--- src/rtl/if_stage.sv ---
// Instruction-fetch stage: owns the fetch PC, drives the instruction ROM and offers {fetch_exc, pc+4, pc} to ID.
// Optional misaligned-fetch reporting is enabled by defining IF_MISALIGN_CHECK_EN.
module if_stage #(
    parameter logic [31:0] RESET_PC = 32'h0000_0000
) (
    input  logic        clk,
    input  logic        rst,
    input  logic        id_allow_in,
    input  logic        br_taken,
    input  logic [31:0] br_target,
    input  logic        trap_valid,
    input  logic [31:0] trap_target,
    input  logic        mret_valid,
    input  logic [31:0] mret_target,
    output logic [31:0] irom_addr,
    output logic        irom_en,
    output logic [64:0] if_to_id_bus,
    output logic        if_to_id_valid
);

    logic [31:0] pc;
    logic        if_valid;
    logic [31:0] pc4;
    logic [31:0] redirect_target;
    logic [31:0] pc_next;
    logic        redirect;
    logic        advance;
    logic        fetch_exc;
    logic        seq_step;

    assign pc4      = pc + 32'd4;
    assign redirect = trap_valid | mret_valid | br_taken;

    always_comb begin
        redirect_target = br_target;
        if (trap_valid) begin
            redirect_target = trap_target;
        end else if (mret_valid) begin
            redirect_target = mret_target;
        end
    end

`ifdef IF_MISALIGN_CHECK_EN
    // A misaligned PC is still offered so the trap unit sees it, but is never read from ROM or stepped past.
    assign fetch_exc = (pc[1:0] != 2'b00);
`else
    assign fetch_exc = 1'b0;
`endif

    assign if_to_id_valid = if_valid & ~redirect;
    assign advance        = id_allow_in & if_to_id_valid;
    assign seq_step       = advance & ~fetch_exc;
    assign irom_en        = seq_step;
    assign irom_addr      = pc;
    assign if_to_id_bus   = {fetch_exc, pc4, pc};

    always_comb begin
        pc_next = pc;
        if (redirect) begin
`ifdef IF_MISALIGN_CHECK_EN
            pc_next = redirect_target;
`else
            pc_next = {redirect_target[31:2], 2'b00};
`endif
        end else if (seq_step) begin
            pc_next = pc4;
        end
    end

    // fetch PC register
    always_ff @(posedge clk or posedge rst) begin
        if (rst) begin
            pc       <= RESET_PC;
            if_valid <= 1'b0;
        end else begin
            pc       <= pc_next;
            if_valid <= 1'b1;
        end
    end

endmodule

--- config.mk ---
export PLATFORM = sky130hd
export DESIGN_NAME = if_stage
export DESIGN_NICKNAME = d
export VERILOG_FILES = /design/src/rtl/if_stage.sv
export SDC_FILE = /design/constraint.sdc
export NUM_CORES = 1
export LEC_CHECK = 0
export ABC_AREA = 1
export CORE_MARGIN = 5
export CORE_UTILIZATION = 38
export DETAILED_ROUTE_END_ITERATION = 10
export MAX_ROUTING_LAYER = met4
export PLACE_DENSITY = 0.83
export SETUP_SLACK_MARGIN = 0.2
export SKIP_CTS_REPAIR_TIMING = 1
export SYNTH_ARGS = -nofsm -noshare
export SYNTH_HDL_FRONTEND = slang
export SYNTH_SLANG_ARGS = --single-unit
--- constraint.sdc ---
create_clock -name clk -period 2.2 [get_ports clk]
set_input_delay 0.55 -clock clk [delete_from_list [all_inputs] [get_ports clk]]
set_output_delay 0.55 -clock clk [all_outputs]
set_load 0.01 [all_outputs]
* After elaboration in Yosys (flattened, before gate mapping) *
Cells that the tools add are included.
Widths: inputs -> output; s select.

word-level totals
  register bits after elaboration = 33
  input bits = 102
  word-level logic and storage cells = 13
  output and inout bits = 99
  RAM bits = 0
  latch bits = 0
  memories = 0
  ROM bits = 0

operators by class
  shifts and indexed selects = 0
  bitwise logic cells = 5
  $add $sub $neg = 1
  equal/unequal tests = 0
  reduce and logical (&&, ||, !) cells = 1
  magnitude comparators = 0
  mux-type cells = 4
  multiply operators = 0
  divide/modulo/power cells = 0

operators by type and width
  operator               count
  $mux 32                4
  $add 32x3->32 const B  1
  $and 1x1->1            2
  $or 1x1->1             2
  $reduce_bool 2->1      1
  $not 1->1              1

* Longest topological paths before layout *
Gate-level depths: netlist of run 1.

  word-level depth = 7
  mapped depth = 10
  gate-level depth less buffers = 10

* Least setup slack after synthesis of run 1 *
Ideal clock, no wire load.

  path type = reg-to-output
  start = register pc[3] (netlist: irom_addr[3])
  end = output port if_to_id_bus[50]
  path buffers = 0
  slack = 243 ps
  data arrival time = 1407 ps
  cell stages (with the launch flop) = 7
  required time = 1650 ps
  path through = dfrtp_1 -> ha_1 -> nand2_1 -> nor2_2 -> nand2_4 -> nor2_4 -> xor2_1

on the way
  longest elaborated chain between the ends = 1

RTL lines
  what                    RTL line  RTL
  start, declared         21        logic [31:0] pc;
  start signal, assigned  76        pc <= pc_next;
  $add 32x3->32           31        assign pc4 = pc + 32'd4;
  end, declared           17        output logic [64:0] if_to_id_bus,

Every way passes these cells.

* Worst setup path in the final report of run 1 *
  start = register pc[6] (netlist: irom_addr[6])
  end = output port if_to_id_bus[59]

The elaborated chain is that of the path after synthesis.

==> impl_metrics.py, run 1 <==
metrics = {
    "worst_setup_path": {
        "path_max_fanout": 4,
        "reg2reg_from": "irom_addr[6]",
        "cp-end-kind": "primary output",
        "worstSetupStartpointType": "register",
        "critPathArrivalTime_ns": 1.86,
        "crit_type": "reg -> out",
        "critPathRequiredTime_ns": 1.65,
        "reg2reg_to": "irom_addr[27]",
        "r2r_slack_ns": 0.42,
        "ff2ff_path_depth": 11,
    },
    "clock_network": {
        "cts_made_buffers": 5,
        "cts_sinks": 31,
        "clk_path_buf_depth": 2,
        "cts-root-buf": "clkbuf_8",
        "path_clk_slew_ns": 0.07,
        "h-tree-depth": 2,
        "insertion_delay_ns": 0.29,
        "cts_tree": "done",
    },
    "synth": {
        "ys_top_cells_by_count": "nand2_1, nor2_1, a21oi_1, buf_4, dfrtp_1",
        "synth_top_area_cell": "dfrtp_1",
        "ys_seq_area_share_pct": 24.4,
        "synth_edf_count": 0,
        "synthArstFlopShare_pct": 100,
        "yosysTopAreaCellShare_pct": 24.4,
        "synthCells": 506,
        "syn_area_um2": 3190,
        "synth_seq_cells": 31,
        "synth_area_leaders": "dfrtp_1, nand2_1, buf_4, nor2_1, a21oi_1",
        "synth_most_common_cell": "nand2_1",
        "ys.flop_type": "dfrtp_1",
        "yosys_warnings": 0,
        "synth_area_per_cell_um2": 6.30,
        "synth_cell_types": 31,
    },
    "global_route": {
        "grt_pass1_vias": 4287,
        "grt_usage_pct": 25.9,
        "grt_pass1_wl_um": 20600,
        "grt_start_max_net_pins": 32,
        "grt_remaining_overflow": 0,
        "antenna_found_initial": 0,
    },
    "drt": {
        "dr.pass1.iters": 8,
        "vias_per_cell": 5.11,
        "drt_iter0_drc": 244,
        "ant_nets": 0,
        "drt-total-wl_um": 13900,
        "routedWlPerCell_um": 16.3,
        "drc_errors": 0,
        "route.vias.total": 4354,
    },
    "die": {
        "die_area_um2": 10300,
        "placementRows": 33,
        "start_util_pct": 39.0,
        "fp.dieW_um": 102,
        "die_h_um": 102,
        "core_um2": 8180,
        "num_io_pins": 201,
    },
    "status": {
        "outcome": "finished with violations",
        "violations": "negative setup slack",
    },
    "timing": {
        "post-route-min-period_ns": 2.41,
        "rsz0062_at_grt": "true",
        "final_hold_viol_count": 0,
        "clock_skew_ns": 0.00741,
        "setup_violations": 21,
        "clock.fmax_mhz": 416,
        "fin_crit_sh_pct": 109,
        "maxSlewViolCount": 0,
        "finalWorstSetupSlack_ns": -0.205,
        "setup_tns_ns": -1.97,
    },
    "layout": {
        "area_growth_syn_to_layout_pct": 82.1,
        "postLayoutCoreUtil_pct": 71.0,
        "drive_above_1_share_pct": 26.0,
        "nets": 850,
        "diodes": 0,
        "fillers": 644,
    },
    "min_path": {
        "hp-class": "reg -> reg",
        "hold_path_end": "irom_addr[27]",
        "hold_depth": 2,
        "hp-start": "irom_addr[27]",
    },
    "power_and_ir_drop": {
        "p_leak_nw": 2.74,
        "ir_drop_mv": 0.288,
        "cellPowerDensity_nw_per_um2": 468,
    },
    "place": {
        "place_ws_ns": -0.399,
        "placement.io_buffers": 187,
        "hpwlAfterDp_um": 10600,
        "gp_congestion": 0.925,
    },
    "flow_run": {
        "cap_viol_max_count": 0,
    },
}
-- layout by cell type, fill, tap and decap left out, types with 3 or more instances in the layout --
cell,instances
a21oi_1,47
buf_2,13
buf_4,95
buf_6,9
clkbuf_2,6
clkbuf_8,6
clkdlybuf4s50_1,150
conb_1,8
dfrtp_1,30
dlymetal6s2s_1,12
inv_1,24
inv_2,4
nand2_1,142
nand2_2,18
nand3_1,17
nand3b_1,8
nor2_1,58
nor2_2,9
nor2_4,13
o211ai_1,7
o21ai_0,24
o21ai_1,6
o21bai_1,4
o221ai_1,4
o31ai_1,4
xor2_1,3
xor2_2,10
-- critical path: stages (launching register included) --
cell and delay, ns:
dfrtp_1 0.43, nand2_1 0.13, nor2_2 0.20, nand2_4 0.12
nor2_4 0.19, buf_4 0.15, nand2_1 0.05, nand2_1 0.07
nand2_2 0.07, buf_2 0.14
-- power breakdown --
group          switching, W  internal [W]  total, W
combinational      0.000704      0.000823   0.00153
clock              0.000224      0.000245  0.000470
sequential        0.0000741      0.000641  0.000715
total               0.00100       0.00171   0.00271
-- cell families (layout without fill, tap and decap cells) --
kind of cell | after synthesis | count (layout) | synth area share (%)
adder cells (fa/ha/maj) | 1 | 1 | 0.393
XOR/XNOR | 15 | 15 | 5.07
AO/OA/AOI/OAI | 97 | 97 | 16.9
AND/OR/NAND/NOR | 273 | 273 | 37.6
buffers and inverters | 87 | 322 | 15.4
other | 2 | 8 | 0.236
flip-flops | 31 | 31 | 24.4
-- per-layer routing --
metal	wire, um	global-route usage, %	vias up
li1	-	-	2048
met1	5270	30.7	2036
met2	7240	46.1	231
met3	995	3.44	39
met4	393	6.44	0
met5	0	-	-
-- sequential cells by signal (all words and copies together) (netlist names) --
register / count
if_valid: 1
irom_addr: 30
-- stage by stage --
| step | std cells | instance area (um^2) | hold WS, ns | power (W) |
|---|---|---|---|---|
| finish | 852 | 5800 | 0.625 | 0.00271 |
| global route | 852 | 5800 | 0.651 | 0.00286 |
| CTS | 833 | 5530 | 0.625 | 0.00267 |
| detailed placement | 826 | 5450 | 0.607 | 0.00221 |
| global placement | 826 | 5450 | 0.589 | 0.00217 |
| floorplan | 512 | 3210 | 0.603 | 0.00135 |
-- area by class of cell --
| type | instances | area (um^2) | share of cell area (%) |
|---|---|---|---|
| tap | 105 | 131 | 2.26 |
| multi-input combinational | 394 | 2100 | 36.2 |
| inverter | 28 | 105 | 1.81 |
| clock inverter | 1 | 5.00 | 0.0863 |
| sequential | 31 | 777 | 13.4 |
| timing repair buffer | 287 | 2600 | 44.8 |
| clock buffer | 6 | 82.6 | 1.42 |
-- worst max path at each step --
| stage | startpoint | end | slack, ns | cells after the start |
|---|---|---|---|---|
| floorplan | irom_addr[3] | if_to_id_bus[50] | 0.24 | 6 |
| global placement | trap_valid | irom_en | -0.34 | 7 |
| detailed placement | trap_valid | irom_en | -0.40 | 7 |
| CTS | irom_addr[2] | if_to_id_bus[47] | -0.55 | 7 |
| global route | irom_addr[6] | if_to_id_bus[51] | -0.28 | 9 |
| finish | irom_addr[6] | if_to_id_bus[59] | -0.21 | 9 |
(Power assumes the default switching activity.)
==> run 2: changes to the inputs <==
--- a/config.mk
+++ b/config.mk
@@ -7,10 +7,10 @@
 export LEC_CHECK = 0
 export ABC_AREA = 1
 export CORE_MARGIN = 5
-export CORE_UTILIZATION = 38
+export CORE_UTILIZATION = 41
 export DETAILED_ROUTE_END_ITERATION = 10
 export MAX_ROUTING_LAYER = met4
-export PLACE_DENSITY = 0.83
+export PLACE_DENSITY = 0.89
 export SETUP_SLACK_MARGIN = 0.2
 export SKIP_CTS_REPAIR_TIMING = 1
 export SYNTH_ARGS = -nofsm -noshare
==> constraint.sdc (replaced) <==
create_clock -name clk -period 2.9 [get_ports clk]
set_input_delay 0.725 -clock clk [delete_from_list [all_inputs] [get_ports clk]]
set_output_delay 0.725 -clock clk [all_outputs]
set_load 0.01 [all_outputs]
==> impl_metrics.py, run 2 (synthesis results as in run 1) <==
metrics = {
    "worst_setup_path": {
        "path_max_fanout": 4,
        "slowest_stage": "clkdlybuf4s50_1",
        "cp-end-kind": "primary output",
        "worstSetupStartpointType": "register",
        "path_cells": "buf_4 > nand2_2 > nor2_4 > nand2_4 > xor2_1 > inv_1 > clkdlybuf4s50_1",
        "critPathRequiredTime_ns": 2.17,
        "crit_type": "reg -> out",
        "critPathArrivalTime_ns": 1.90,
        "critPathBufInv": 3,
        "path_delay_family": "buffers and inverters",
        "max_stage_delay_ns": 0.55,
    },
    "drt": {
        "dr_wl_met3_um": 905,
        "ant_nets": 0,
        "dr.pass1.iters": 5,
        "drc_errors": 0,
        "drt-total-wl_um": 12100,
        "route.vias.total": 3942,
        "topRoutingLayerUsed": "met4",
        "met2WireLength_um": 6040,
        "met1_length_um": 4960,
        "vias_per_cell": 5.07,
        "drt_iter0_drc": 196,
        "routedWlPerCell_um": 15.5,
    },
    "die": {
        "fp.dieW_um": 98.1,
        "die_h_um": 98.1,
        "die_area_um2": 9630,
        "core_um2": 7650,
        "start_util_pct": 41.7,
        "num_io_pins": 201,
        "placementRows": 32,
    },
    "timing": {
        "setup_violations": 0,
        "fin_crit_sh_pct": 90.5,
        "clock_skew_ns": 0.00554,
        "rsz0062_at_grt": "false",
        "relSlewSlack_pct": 59.0,
        "tightest_slew_ns": 0.615,
        "clock.fmax_mhz": 381,
        "maxSlewViolCount": 0,
        "timing.hold.ws_ns": 0.563,
        "post-route-min-period_ns": 2.62,
        "setup_tns_ns": 0,
        "final_hold_viol_count": 0,
    },
    "clock_network": {
        "cts-root-buf": "clkbuf_8",
        "cts_tree": "done",
        "insertion_delay_ns": 0.28,
        "h-tree-depth": 2,
        "cts_sinks": 31,
        "path_clk_slew_ns": 0.06,
        "clk_path_buf_depth": 2,
        "cts_made_buffers": 5,
    },
    "status": {
        "outcome": "finished, final reports clean",
    },
    "layout": {
        "nets": 779,
        "drive_above_1_share_pct": 13.6,
        "layout_commonest_cell": "clkdlybuf4s50_1",
        "diodes": 0,
        "area_growth_syn_to_layout_pct": 64.5,
        "fillers": 653,
        "fin_area_um2": 5240,
        "final_cell_mix": "clkdlybuf4s50_1, nand2_1, nor2_1",
        "largest_reg_flops": 30,
    },
    "global_route": {
        "antenna_found_initial": 0,
        "grt_pass1_vias": 3672,
        "grt_pass1_wl_um": 18400,
        "grt_remaining_overflow": 0,
        "grt_start_max_net_pins": 32,
        "grt_usage_pct": 24.2,
    },
    "place": {
        "hpwlAfterDp_um": 9630,
        "gp_congestion": 0.893,
        "placement.io_buffers": 187,
        "dpl_cell_area_um2": 4910,
    },
    "power_and_ir_drop": {
        "ir_drop_mv": 0.217,
        "cellPowerDensity_nw_per_um2": 355,
        "power.total_w": 0.00186,
        "p_leak_nw": 2.46,
    },
    "min_path": {
        "hp-class": "reg -> reg",
    },
    "flow_run": {
        "cap_viol_max_count": 0,
    },
}
==> run 2: cell count changes in the layout (fill, tap and decap cells not counted), moves of 3 or more <==
cell,previous run,this run
nor2_1,58,61
xor2_1,3,9
xor2_2,10,5
clkbuf_2,6,0
clkdlybuf4s50_1,150,161
buf_6,9,0
dlymetal6s2s_1,12,26
dfrtp_2,1,19
nand2_2,18,7
dfrtp_1,30,12
buf_2,13,0
buf_4,95,29
nand2_1,142,153
==> run 2: worst paths after layout <==
check	slack, ns	endpoint	start	depth (start not counted)
worst max-delay path	0.28	if_to_id_bus[41]	irom_addr[3]	7
worst min-delay path	0.56	irom_addr[18]	irom_addr[18]	2
worst max register to register	1.28	irom_addr[14]	irom_addr[2]	9
worst min register to register	0.56	irom_addr[18]	irom_addr[18]	2
max in group asynchronous	1.75	irom_addr[18]	rst	3
min in group asynchronous	0.84	irom_addr[8]	rst	3
==> run 2: area by class of cell <==
cell class / count / area, um^2 / area share (%)
clock buffer: 6 / 72.6 / 1.39
inverter: 28 / 105 / 2.01
multi-input combinational: 394 / 1980 / 37.8
sequential: 31 / 800 / 15.3
tap: 102 / 128 / 2.44
timing repair buffer: 216 / 2150 / 41.1
==> run 2: routing by layer <==
metal / track usage (%) / up-vias
met2: 40.8 / 200
met5: - / -
met1: 30.8 / 1815
met4: 5.15 / 0
met3: 3.79 / 14
li1: - / 1913
==> run 2: where the power goes <==
group,total [W],switching (W),leakage (nW),internal (W)
logic,0.000959,0.000433,2.08,0.000527
clock network,0.000313,0.000153,0.0371,0.000160
registers,0.000586,0.0000930,0.341,0.000492
==> run 2: worst min-delay path: stages, from the launching register on <==
cell and delay, ns:
dfrtp_2 0.41, nand2_1 0.07, nand2_1 0.06
==> run 2: per-stage QoR <==
step / cells / utilization, % / worst slack [ns]
3_5_place_dp: 754 / 64.2 / 0.00718
6_report: 777 / 68.5 / 0.276
4_1_cts: 760 / 65.2 / -0.216
5_1_grt: 777 / 68.5 / 0.199
3_3_place_gp: 754 / 64.2 / 0.0113
2_1_floorplan: 512 / - / 0.768
